==> src/rtl/latch_bank_ctrl_pkg.sv <==
// Shared definitions for the latch bank write controller: FSM encoding,
// default geometry and a small constant helper.
package latch_ctrl_pkg;

  localparam int DEF_NREQ  = 4;
  localparam int DEF_WIDTH = 8;
  localparam int DEF_DEPTH = 4;
  localparam int DEF_AW    = 2;

  typedef enum logic [2:0] {
    ST_IDLE   = 3'd0,
    ST_SETUP  = 3'd1,
    ST_ENABLE = 3'd2,
    ST_HOLD   = 3'd3,
    ST_DONE   = 3'd4
  } state_e;

  function automatic int max2(input int a, input int b);
    return (a > b) ? a : b;
  endfunction

endpackage

==> src/rtl/latch_bank_ctrl_if.sv <==
// Requester-side bus of the latch bank controller: flattened per-requester
// request/address/data in, one-hot grant/ack and error pulse out.
interface latch_bank_ctrl_if
  import latch_ctrl_pkg::*;
#(
  parameter int NREQ  = DEF_NREQ,
  parameter int WIDTH = DEF_WIDTH,
  parameter int AW    = DEF_AW
);

  logic [NREQ-1:0]       req_in;
  logic [NREQ*AW-1:0]    addr_in;
  logic [NREQ*WIDTH-1:0] data_in;
  logic [NREQ-1:0]       gnt_out;
  logic [NREQ-1:0]       ack_out;
  logic                  err_out;

  modport master (
    output req_in, addr_in, data_in,
    input  gnt_out, ack_out, err_out
  );

  modport slave (
    input  req_in, addr_in, data_in,
    output gnt_out, ack_out, err_out
  );

endinterface

==> src/rtl/latch_bank_ctrl_arb.sv <==
// Round-robin arbiter: the requester just after ptr has highest priority,
// so the previous winner (held in ptr) is served last.
module rr_arbiter #(
  parameter  int NREQ = 4,
  localparam int PW   = (NREQ > 1) ? $clog2(NREQ) : 1
) (
  input  logic [NREQ-1:0] req,
  input  logic [PW-1:0]   ptr,
  input  logic            upd,
  output logic [NREQ-1:0] gnt
);

  logic found;

  // Grant is only asserted while upd is high, so callers can use it directly as a load enable.
  always_comb begin
    // NOTE: every output of a combinational block gets a default first, otherwise a latch is inferred.
    gnt   = '0;
    found = 1'b0;
    if (upd) begin
      for (int off = 1; off <= NREQ; off++) begin
        if (!found && req[(int'(ptr) + off) % NREQ]) begin
          gnt[(int'(ptr) + off) % NREQ] = 1'b1;
          found = 1'b1;
        end
      end
    end
  end

endmodule

==> src/rtl/latch_bank_ctrl.sv <==
// Write sequencer for a bank of level-sensitive latches: arbitrates the
// requesters, then drives captured data through setup, a single enable
// pulse and hold, so data never moves while a latch is transparent.
module latch_bank_ctrl
  import latch_ctrl_pkg::*;
#(
  parameter int NREQ      = DEF_NREQ,
  parameter int WIDTH     = DEF_WIDTH,
  parameter int DEPTH     = DEF_DEPTH,
  parameter int AW        = DEF_AW,
  parameter int SETUP_CYC = 1,
  parameter int HOLD_CYC  = 1
) (
  input  logic               clk_in,
  input  logic               rst_in,
  latch_bank_ctrl_if.slave   bus,
  output logic [WIDTH-1:0]   latch_d_out,
  output logic [DEPTH-1:0]   latch_en_out,
  output logic               busy_out
);

  localparam int CW = $clog2(max2(SETUP_CYC, HOLD_CYC)) + 1;
  localparam int PW = (NREQ > 1) ? $clog2(NREQ) : 1;

  state_e            state_q, state_d;
  logic [CW-1:0]     cnt_q, cnt_d;
  logic [PW-1:0]     ptr_q, ptr_d;
  logic [NREQ-1:0]   gnt_q, gnt_d;
  logic [NREQ-1:0]   ack_q, ack_d;
  logic              err_q, err_d;
  logic              bad_q, bad_d;
  logic [AW-1:0]     addr_q, addr_d;
  logic [WIDTH-1:0]  data_q, data_d;
  logic [DEPTH-1:0]  en_q, en_d;
  logic              busy_q, busy_d;

  logic [NREQ-1:0]   win;
  logic [PW-1:0]     win_idx;
  logic [AW-1:0]     win_addr;
  logic [WIDTH-1:0]  win_data;

  rr_arbiter #(.NREQ(NREQ)) u_arb (
    .req (bus.req_in),
    .ptr (ptr_q),
    .upd (state_q == ST_IDLE),
    .gnt (win)
  );

  // Select the winning requester's index, address and data slice.
  always_comb begin
    win_idx  = '0;
    win_addr = '0;
    win_data = '0;
    for (int i = 0; i < NREQ; i++) begin
      if (win[i]) begin
        win_idx  = PW'(i);
        win_addr = bus.addr_in[i*AW +: AW];
        win_data = bus.data_in[i*WIDTH +: WIDTH];
      end
    end
  end

  // Next-state and registered-output logic of the write sequencer.
  always_comb begin
    state_d = state_q;
    cnt_d   = cnt_q;
    ptr_d   = ptr_q;
    gnt_d   = gnt_q;
    ack_d   = '0;
    err_d   = 1'b0;
    bad_d   = bad_q;
    addr_d  = addr_q;
    data_d  = data_q;
    en_d    = '0;
    unique case (state_q)
      ST_IDLE: begin
        if (|win) begin
          state_d = ST_SETUP;
          cnt_d   = CW'(SETUP_CYC - 1);
          ptr_d   = win_idx;
          gnt_d   = win;
          addr_d  = win_addr;
          data_d  = win_data;
          bad_d   = (int'(win_addr) >= DEPTH);
        end
      end
      ST_SETUP: begin
        if (cnt_q == '0) begin
          state_d = ST_ENABLE;
          if (!bad_q) en_d[addr_q] = 1'b1;
        end else begin
          cnt_d = cnt_q - CW'(1);
        end
      end
      ST_ENABLE: begin
        state_d = ST_HOLD;
        cnt_d   = CW'(HOLD_CYC - 1);
      end
      ST_HOLD: begin
        if (cnt_q == '0) begin
          state_d = ST_DONE;
          ack_d   = gnt_q;
          gnt_d   = '0;
          err_d   = bad_q;
        end else begin
          cnt_d = cnt_q - CW'(1);
        end
      end
      ST_DONE: state_d = ST_IDLE;
      default: state_d = ST_IDLE;
    endcase
    busy_d = (state_d != ST_IDLE);
  end

  // State and output registers; reset aborts any transaction without an ack.
  always_ff @(posedge clk_in) begin
    // NOTE: sequential state is updated with non-blocking assignments so all flops sample together.
    if (rst_in) begin
      state_q <= ST_IDLE;
      cnt_q   <= '0;
      ptr_q   <= PW'(NREQ - 1);
      gnt_q   <= '0;
      ack_q   <= '0;
      err_q   <= 1'b0;
      bad_q   <= 1'b0;
      addr_q  <= '0;
      data_q  <= '0;
      en_q    <= '0;
      busy_q  <= 1'b0;
    end else begin
      state_q <= state_d;
      cnt_q   <= cnt_d;
      ptr_q   <= ptr_d;
      gnt_q   <= gnt_d;
      ack_q   <= ack_d;
      err_q   <= err_d;
      bad_q   <= bad_d;
      addr_q  <= addr_d;
      data_q  <= data_d;
      en_q    <= en_d;
      busy_q  <= busy_d;
    end
  end

  assign bus.gnt_out   = gnt_q;
  assign bus.ack_out   = ack_q;
  assign bus.err_out   = err_q;
  assign latch_d_out   = data_q;
  assign latch_en_out  = en_q;
  assign busy_out      = busy_q;

endmodule

==> src/flat_wrapper.sv <==
// flat-port wrapper written by rule: the top's interface ports become plain ports
module latch_bank_ctrl_flat import latch_ctrl_pkg::*;
#(
  parameter int NREQ      = DEF_NREQ,
  parameter int WIDTH     = DEF_WIDTH,
  parameter int DEPTH     = DEF_DEPTH,
  parameter int AW        = DEF_AW,
  parameter int SETUP_CYC = 1,
  parameter int HOLD_CYC  = 1
)
  (clk_in, rst_in, latch_d_out, latch_en_out, busy_out, bus_req_in, bus_addr_in, bus_data_in, bus_gnt_out, bus_ack_out, bus_err_out);
  latch_bank_ctrl_if #(.NREQ(NREQ), .WIDTH(WIDTH), .AW(AW)) bus_i ();
  input  logic clk_in;
  input  logic rst_in;
  output logic [WIDTH-1:0] latch_d_out;
  output logic [DEPTH-1:0] latch_en_out;
  output logic busy_out;
  input wire logic [$bits(bus_i.req_in)-1:0] bus_req_in;
  input wire logic [$bits(bus_i.addr_in)-1:0] bus_addr_in;
  input wire logic [$bits(bus_i.data_in)-1:0] bus_data_in;
  output wire logic [$bits(bus_i.gnt_out)-1:0] bus_gnt_out;
  output wire logic [$bits(bus_i.ack_out)-1:0] bus_ack_out;
  output wire logic [$bits(bus_i.err_out)-1:0] bus_err_out;
  assign bus_i.req_in = bus_req_in;
  assign bus_i.addr_in = bus_addr_in;
  assign bus_i.data_in = bus_data_in;
  assign bus_gnt_out = bus_i.gnt_out;
  assign bus_ack_out = bus_i.ack_out;
  assign bus_err_out = bus_i.err_out;
  latch_bank_ctrl #(.NREQ(NREQ), .WIDTH(WIDTH), .DEPTH(DEPTH), .AW(AW), .SETUP_CYC(SETUP_CYC), .HOLD_CYC(HOLD_CYC)) u_core (.clk_in(clk_in), .rst_in(rst_in), .bus(bus_i), .latch_d_out(latch_d_out), .latch_en_out(latch_en_out), .busy_out(busy_out));
endmodule
==> config.mk <==
export PLATFORM = sky130hd
export DESIGN_NAME = latch_bank_ctrl_flat
export DESIGN_NICKNAME = d
export VERILOG_FILES = /design/src/rtl/latch_bank_ctrl_pkg.sv /design/src/rtl/latch_bank_ctrl_if.sv /design/src/rtl/latch_bank_ctrl_arb.sv /design/src/rtl/latch_bank_ctrl.sv /design/src/flat_wrapper.sv
export SDC_FILE = /design/constraint.sdc
export NUM_CORES = 1
export LEC_CHECK = 0
export ABC_AREA = 1
export CORE_UTILIZATION = 45
export DETAILED_ROUTE_END_ITERATION = 16
export PLACE_DENSITY_LB_ADDON = 0.2
export SLEW_MARGIN = 20
export SYNTH_ARGS = -nofsm -noshare
export SYNTH_HDL_FRONTEND = slang
export SYNTH_HIERARCHICAL = 1
export SYNTH_SLANG_ARGS = --single-unit
==> constraint.sdc <==
create_clock -name clk_in -period 3.1 [get_ports clk_in]
set_input_delay 0.775 -clock clk_in [delete_from_list [all_inputs] [get_ports clk_in]]
set_output_delay 0.775 -clock clk_in [all_outputs]
set_load 0.005 [all_outputs]
Word-level counts from Yosys, hierarchy flattened
Index checks and enable logic that the tools add are counted.
W data, S select, Z words.

storage, ports and cells
  latch bits = 0
  output and inout bits = 22
  bits in writable memories = 0
  bits in read-only memories = 0
  logic and storage cells = 121
  bits in registers = 29
  memories = 0

operators by class
  multiplexer cells = 57
  shift-type cells = 0
  bitwise logic cells = 9
  magnitude comparators = 10
  reduce and logical (&&, ||, !) cells = 26
  add/subtract/negate cells = 5
  equality and inequality tests = 5
  $mul = 0
  divide/modulo/power cells = 0

operators with widths
  operator               count
  $mux W4                10
  $mux W8                4
  $mux W1                22
  $lt A3 B4 Y1 const B   4
  $ge A3 B1 Y1 const B   4
  $mux W2                6
  $or A4 B4 Y4           3
  $pmux W3 S4            1
  $demux W1 S2           5
  $reduce_or A2 Y1       5
  $mux W3                3
  $bmux W1 S2            4
  $logic_and A1 B1 Y1    8
  $pmux W4 S2            1
  $eq A3 B2 Y1 const B   2
  $reduce_bool A3 Y1     2
  $reduce_or A3 Y1       2
  $add A2 B1 Y2 const B  2
  $add A2 B2 Y2 const B  2
  $and A1 B1 Y1 const A  4
  $reduce_and A2 Y1      2
  $reduce_or A4 Y1       1
  $eq A3 B1 Y1 const B   1
  $logic_not A1 Y1       3
  10 further kinds       11

Depth between registers and ports, before layout
  word-level depth = 24
  depth in mapped cells = 18
  gate-level depth less buffers = 17

Modules after synthesis
The synthesis kept the hierarchy.

by module, submodules not included
  module           area each (µm²)  times used  cells an instance  seq. area each (µm²)
  latch_bank_ctrl  1466.4           1           236                560.5
  rr_arbiter       446.7            1           79                 0.0

Least setup slack after synthesis
No wires, ideal clock.

  kind = reg-to-reg
  start point = reg u_core.ptr_q[0]
  end point = reg u_core.ptr_q[0]
  buffers on the path = 2
  setup slack = 0.485 ns
  data arrival time = 2.495 ns
  data required time = 2.980 ns
  cell stages (with the launch flop) = 17
  path through = dfxtp_1 inv_2 ha_1 inv_1 nand3_4 nand2_4 nand2_2 nor2_4 nand2_1 a21oi_1 nor2_2 nand2_1 nand2_2 buf_6 buf_6 a21oi_1 o21ai_1

on the way
  elaborated cells on any way between the ends = 72

RTL lines
  item                                                                         RTL line                                              source
  from (decl)                                                                  latch_bank_ctrl.sv:27                                 logic [PW-1:0] ptr_q, ptr_d;
  from (signal assigned)                                                       latch_bank_ctrl.sv:121                                ptr_q <= PW'(NREQ - 1);
  from (signal assigned)                                                       latch_bank_ctrl.sv:133                                ptr_q <= ptr_d;
  $add A2 B1 Y2                                                                latch_bank_ctrl_arb.sv:22, latch_bank_ctrl_arb.sv:23
  $reduce_or A2 Y1 (no line) / $bmux W1 S2 (equally long branches)             -
  $and A1 B1 Y1 (no line) / $mux W1 (equally long branches)                    -
  $lt A3 B4 Y1 (implied by the code) (tied with other cells)                   latch_bank_ctrl_arb.sv:23                             gnt[(int'(ptr) + off) % NREQ] = 1'b1;
  $logic_and A1 B1 Y1 (implied by the code) / $mux W1 (equally long branches)  latch_bank_ctrl_arb.sv:23, latch_bank_ctrl_arb.sv:22
  $mux W1, on equally long branches                                            latch_bank_ctrl_arb.sv:23, latch_bank_ctrl_arb.sv:20
  $demux W1 S2 / $logic_not A1 Y1 (equally long branches)                      latch_bank_ctrl_arb.sv:23, latch_bank_ctrl_arb.sv:22
  $mux W4 / $logic_and A1 B1 Y1 (equally long branches)                        latch_bank_ctrl_arb.sv:22                             if (!found && req[(int'(ptr) + off) % NREQ]) begin
  [5 not listed]                                                               -
  $mux W4 / $mux W1 (equally long branches)                                    latch_bank_ctrl_arb.sv:22, latch_bank_ctrl_arb.sv:20
  $mux W4 / $logic_not A1 Y1 (equally long branches)                           latch_bank_ctrl_arb.sv:20, latch_bank_ctrl_arb.sv:22
  $or A4 B4 Y4 (no line) / $logic_and A1 B1 Y1 (equally long branches)         -
  $mux W4 (*)                                                                  latch_bank_ctrl_arb.sv:22
  $mux W4 (*)                                                                  latch_bank_ctrl_arb.sv:20                             if (upd) begin
  net u_core.win[3]                                                            latch_bank_ctrl.sv:37                                 logic [NREQ-1:0] win;
  $reduce_or A4 Y1                                                             latch_bank_ctrl.sv:77                                 if (|win) begin
  $reduce_and A2 Y1 (no line)                                                  -

The timed path passes the listed nets; every way through them passes the cells marked *. The select of a mux whose other input is x is not followed.
A chain may end at the register's enable or synchronous reset.

Worst setup path after layout
  start point = in bus_req_in[2]
  end point = reg u_core.data_q[1] (netlist: u_core/latch_d_out[1])

on the way
  elaborated cells on any way between the ends = 41

RTL lines
  item                                        RTL line                   source
  from (decl)                                 flat_wrapper.sv:18         input wire logic [$bits(bus_i.req_in)-1:0] bus_req_in;
  $bmux W1 S2                                 latch_bank_ctrl_arb.sv:22
  $mux W1 (implied by the code) (2 in a row)  latch_bank_ctrl_arb.sv:22
  $mux W1                                     latch_bank_ctrl_arb.sv:22
  $mux W1                                     latch_bank_ctrl_arb.sv:20
  $logic_not A1 Y1                            latch_bank_ctrl_arb.sv:22
  $logic_and A1 B1 Y1                         latch_bank_ctrl_arb.sv:22
  $mux W1                                     latch_bank_ctrl_arb.sv:22
  $mux W1                                     latch_bank_ctrl_arb.sv:20
  [3 not listed]                              -
  $mux W1                                     latch_bank_ctrl_arb.sv:20
  $logic_not A1 Y1                            latch_bank_ctrl_arb.sv:22
  $logic_and A1 B1 Y1                         latch_bank_ctrl_arb.sv:22
  $mux W4 (*)                                 latch_bank_ctrl_arb.sv:22
  $mux W4 (*)                                 latch_bank_ctrl_arb.sv:20
  net u_core.win[3]                           latch_bank_ctrl.sv:37
  $reduce_or A4 Y1                            latch_bank_ctrl.sv:77
  $reduce_and A2 Y1 (no line)                 -
  to (signal assigned)                        latch_bank_ctrl.sv:139     data_q <= data_d;
  to (decl)                                   latch_bank_ctrl.sv:33      logic [WIDTH-1:0] data_q, data_d;

Marked as above.

==> impl_metrics.csv <==
group,metric,value,unit
pwr,vdd_ir_drop_max,0.554,mV
clock_tree,cts_made_buffers,3,
sta,worst_slack,0.362,ns
worst_hold_path,min_path_cells,2,
clock_tree,cts_root_buffer,"clkbuf_8",
routing,drtPass1Iterations,4,
clock_tree,cts_buffer_depth,2,
place,placed_area,2640,um^2
finish,final_cell_mix,"nand2_1, clkdlybuf4s50_1, inv_1, nand3_1, nor2_1",
clock_tree,worst_skew_pair.late_latency,0.27,ns
finish,fin_area,2680,um^2
floorplan,ios,68,
critical_path,crit_slowest_cell,"clkdlybuf4s50_1",
clock_tree,clock_sinks,28,
place,place_inst,429,
routing,drt_wl_total,4.88,mm
finish,syn_to_final_growth,40.0,%
logic_synthesis,synth_area_leader_cell,"dfxtp_1",
place,dp_slack,0.0957,ns
routing,drtAntennaViolNets,0,
routing,routedWlPerCell,11.3,um
routing,via_count,2068,
global_route,gr-total-overflow,0,
sta,max_slew_margin,60.9,%
critical_path,cp.arrival,2.92,ns
sta,slew_viol_final,0,
finish,layout_commonest_cell,"nand2_1",
sta,hold_viol,0,
finish,fillerInstances,388,
critical_path,worst-endpoint-required,3.28,ns
place,gp_congestion,0.846,
critical_path,cpMostUsedCell,"nand2_1",
global_route,grt_max_degree,21,
logic_synthesis,syn_area,1910,um^2
sta,worstMarginPinSlew,0.585,ns
logic_synthesis,ys_warn_count,6,
floorplan,fp.dieW,67.2,um
finish,area.sequential,561,um^2
logic_synthesis,syn-num-nets,369,
critical_path,slowest_delay,0.43,ns
critical_path,r2r_cells,15,
logic_synthesis,ys_ff_latch,28,
critical_path,crit_fanout,12,
finish,diodes,0,
place,portBuffers,66,
clock_tree,post_cts_buffers,0,
floorplan,die_y,67.2,um
global_route,antenna_found_initial,0,
sta,min_period,2.74,ns
logic_synthesis,ys_types,25,
outcome,status,"complete, no violations",
sta,clock_skew,0.00205,ns
sta,setup_tns,0,ns
finish,multi_input_comb_area,1080,um^2
flow_run,drv_cap,0,
routing,via_per_inst,4.79,
pwr,p_per_area,941,nW/um^2
sta,timing.fmax,365,MHz
global_route,track_usage,22.7,%
routing,drt_iter0_markers,126,
floorplan,core_region_area,4030,um^2
sta,whs,0.451,ns
clock_tree,postCtsResizedCells,0,
global_route,grt_pass1_wl,7.85,mm
critical_path,startpoint_type,"primary input",
finish,layout-drive-gt1-share,8.64,%
global_route,grt_pass1_vias,1856,
logic_synthesis,syn-instance-count,315,
floorplan,die-area,4520,um^2
floorplan,initial_core_util,47.5,%
clock_tree,cts.hold.buffers_added,0,
finish,instances_no_fill,432,
routing,drc,0,
sta,finalCritPeriodShare,88.3,%
sta,setup_violations,0,
logic_synthesis,seq_area_frac_synth,29.3,%
finish,num-nets-final,438,
critical_path,criticalPathCategory,"primary input to flop",
clock_tree,htreeDepth,1,
logic_synthesis,yosysTopAreaCellShare,29.3,%
pwr,p_leak,1.34,nW
critical_path,setup.worst_path.end_class,"flop",
critical_path,crit_chain,"clkdlybuf4s50_1 > nand2_1 > nand3_4 > nand2_4 > nand2_2 > nor2_4 > nand2_1 > a21oi_1 > buf_4 > clkinv_1 > nand2_1 > nand3_1 > nand2_1 > inv_1",
logic_synthesis,syn_area_per_cell,6.07,um^2
place,dp_hpwl,3.81,mm
logic_synthesis,synth_area_leaders,"dfxtp_1, nand2_1, inv_1",
clock_tree,clk_pin_slew_worst_paths,0.09,ns
clock_tree,cts_tree,"built",
sta,rsz0062_at_grt,"false",
worst_hold_path,hp-class,"flop to flop",
floorplan,rows,23,
==> area by class of cell <==
| class | instances | share of cell area, % |
|---|---|---|
| Sequential cell | 28 | 20.9 |
| Clock buffer | 3 | 1.54 |
| Timing Repair Buffer | 76 | 27.5 |
| Tap cell | 50 | 2.34 |
| Multi-Input combinational cell | 221 | 40.2 |
| Inverter | 54 | 7.57 |
==> worst max-delay path, delay by kind of cell <==
kind	cells	cell delay, ns
AO/OA/AOI/OAI	1	0.25
buffers and inverters	4	0.97
AND/OR/NAND/NOR	9	0.93
==> sequential cells by signal, summed over array words and instances, names as in the netlist <==
register / count
u_core/addr_q: 2
u_core/busy_out: 1
u_core/bus.ack_out: 4
u_core/bus.gnt_out: 4
u_core/state_q: 3
u_core/latch_en_out: 4
u_core/latch_d_out: 8
u_core/ptr_q: 2
==> synthesized netlist by cell type, drive strengths merged <==
master  count
clkbuf      1
nand2     100
a21oi      27
dfxtp      28
nor3        7
nand4       1
ha          8
clkinv      1
nand3      36
conb        1
inv        53
buf        11
nor2       35
o211ai      1
o21ai       5
==> cell families after synthesis <==
kind of cell	count (synthesis)	synth area share, %
buf+inv	66	14.5
compound gates	33	8.96
other cells	1	0.196
simple gates	179	41.9
fa+ha+maj	8	5.23
flops	28	29.3
==> layer usage <==
layer	global-route usage, %	part of all wire [%]
met1	25.9	41
met2	42.3	51
met3	4.39	7.1
met4	6.65	1.4
met5	0	0
==> power breakdown <==
group	total [mW]	switching, mW	leakage (nW)	internal, mW
clock network	0.194	0.107	0.0216	0.0872
logic	1.82	1.12	1.08	0.696
registers	0.510	0.0552	0.230	0.455
==> metrics by stage <==
step                utilization [%]  power, mW
floorplan                         -       1.86
global placement               65.5       2.29
detailed placement             65.5       2.32
CTS                            66.5       2.53
global route                   66.5       2.77
finish                         66.5       2.52
==> worst paths after layout <==
check | slack [ns] | start | endpoint
hold reg to reg | 0.45 | u_core/bus.gnt_out[1] | u_core/bus.ack_out[1]
setup / recovery | 0.36 | bus_req_in[2] | u_core/latch_d_out[1]
hold / removal | 0.45 | u_core/bus.gnt_out[1] | u_core/bus.ack_out[1]
setup reg to reg | 0.43 | u_core/ptr_q[1] | u_core/latch_d_out[1]
Note: power is estimated with default switching activity, not from simulation.
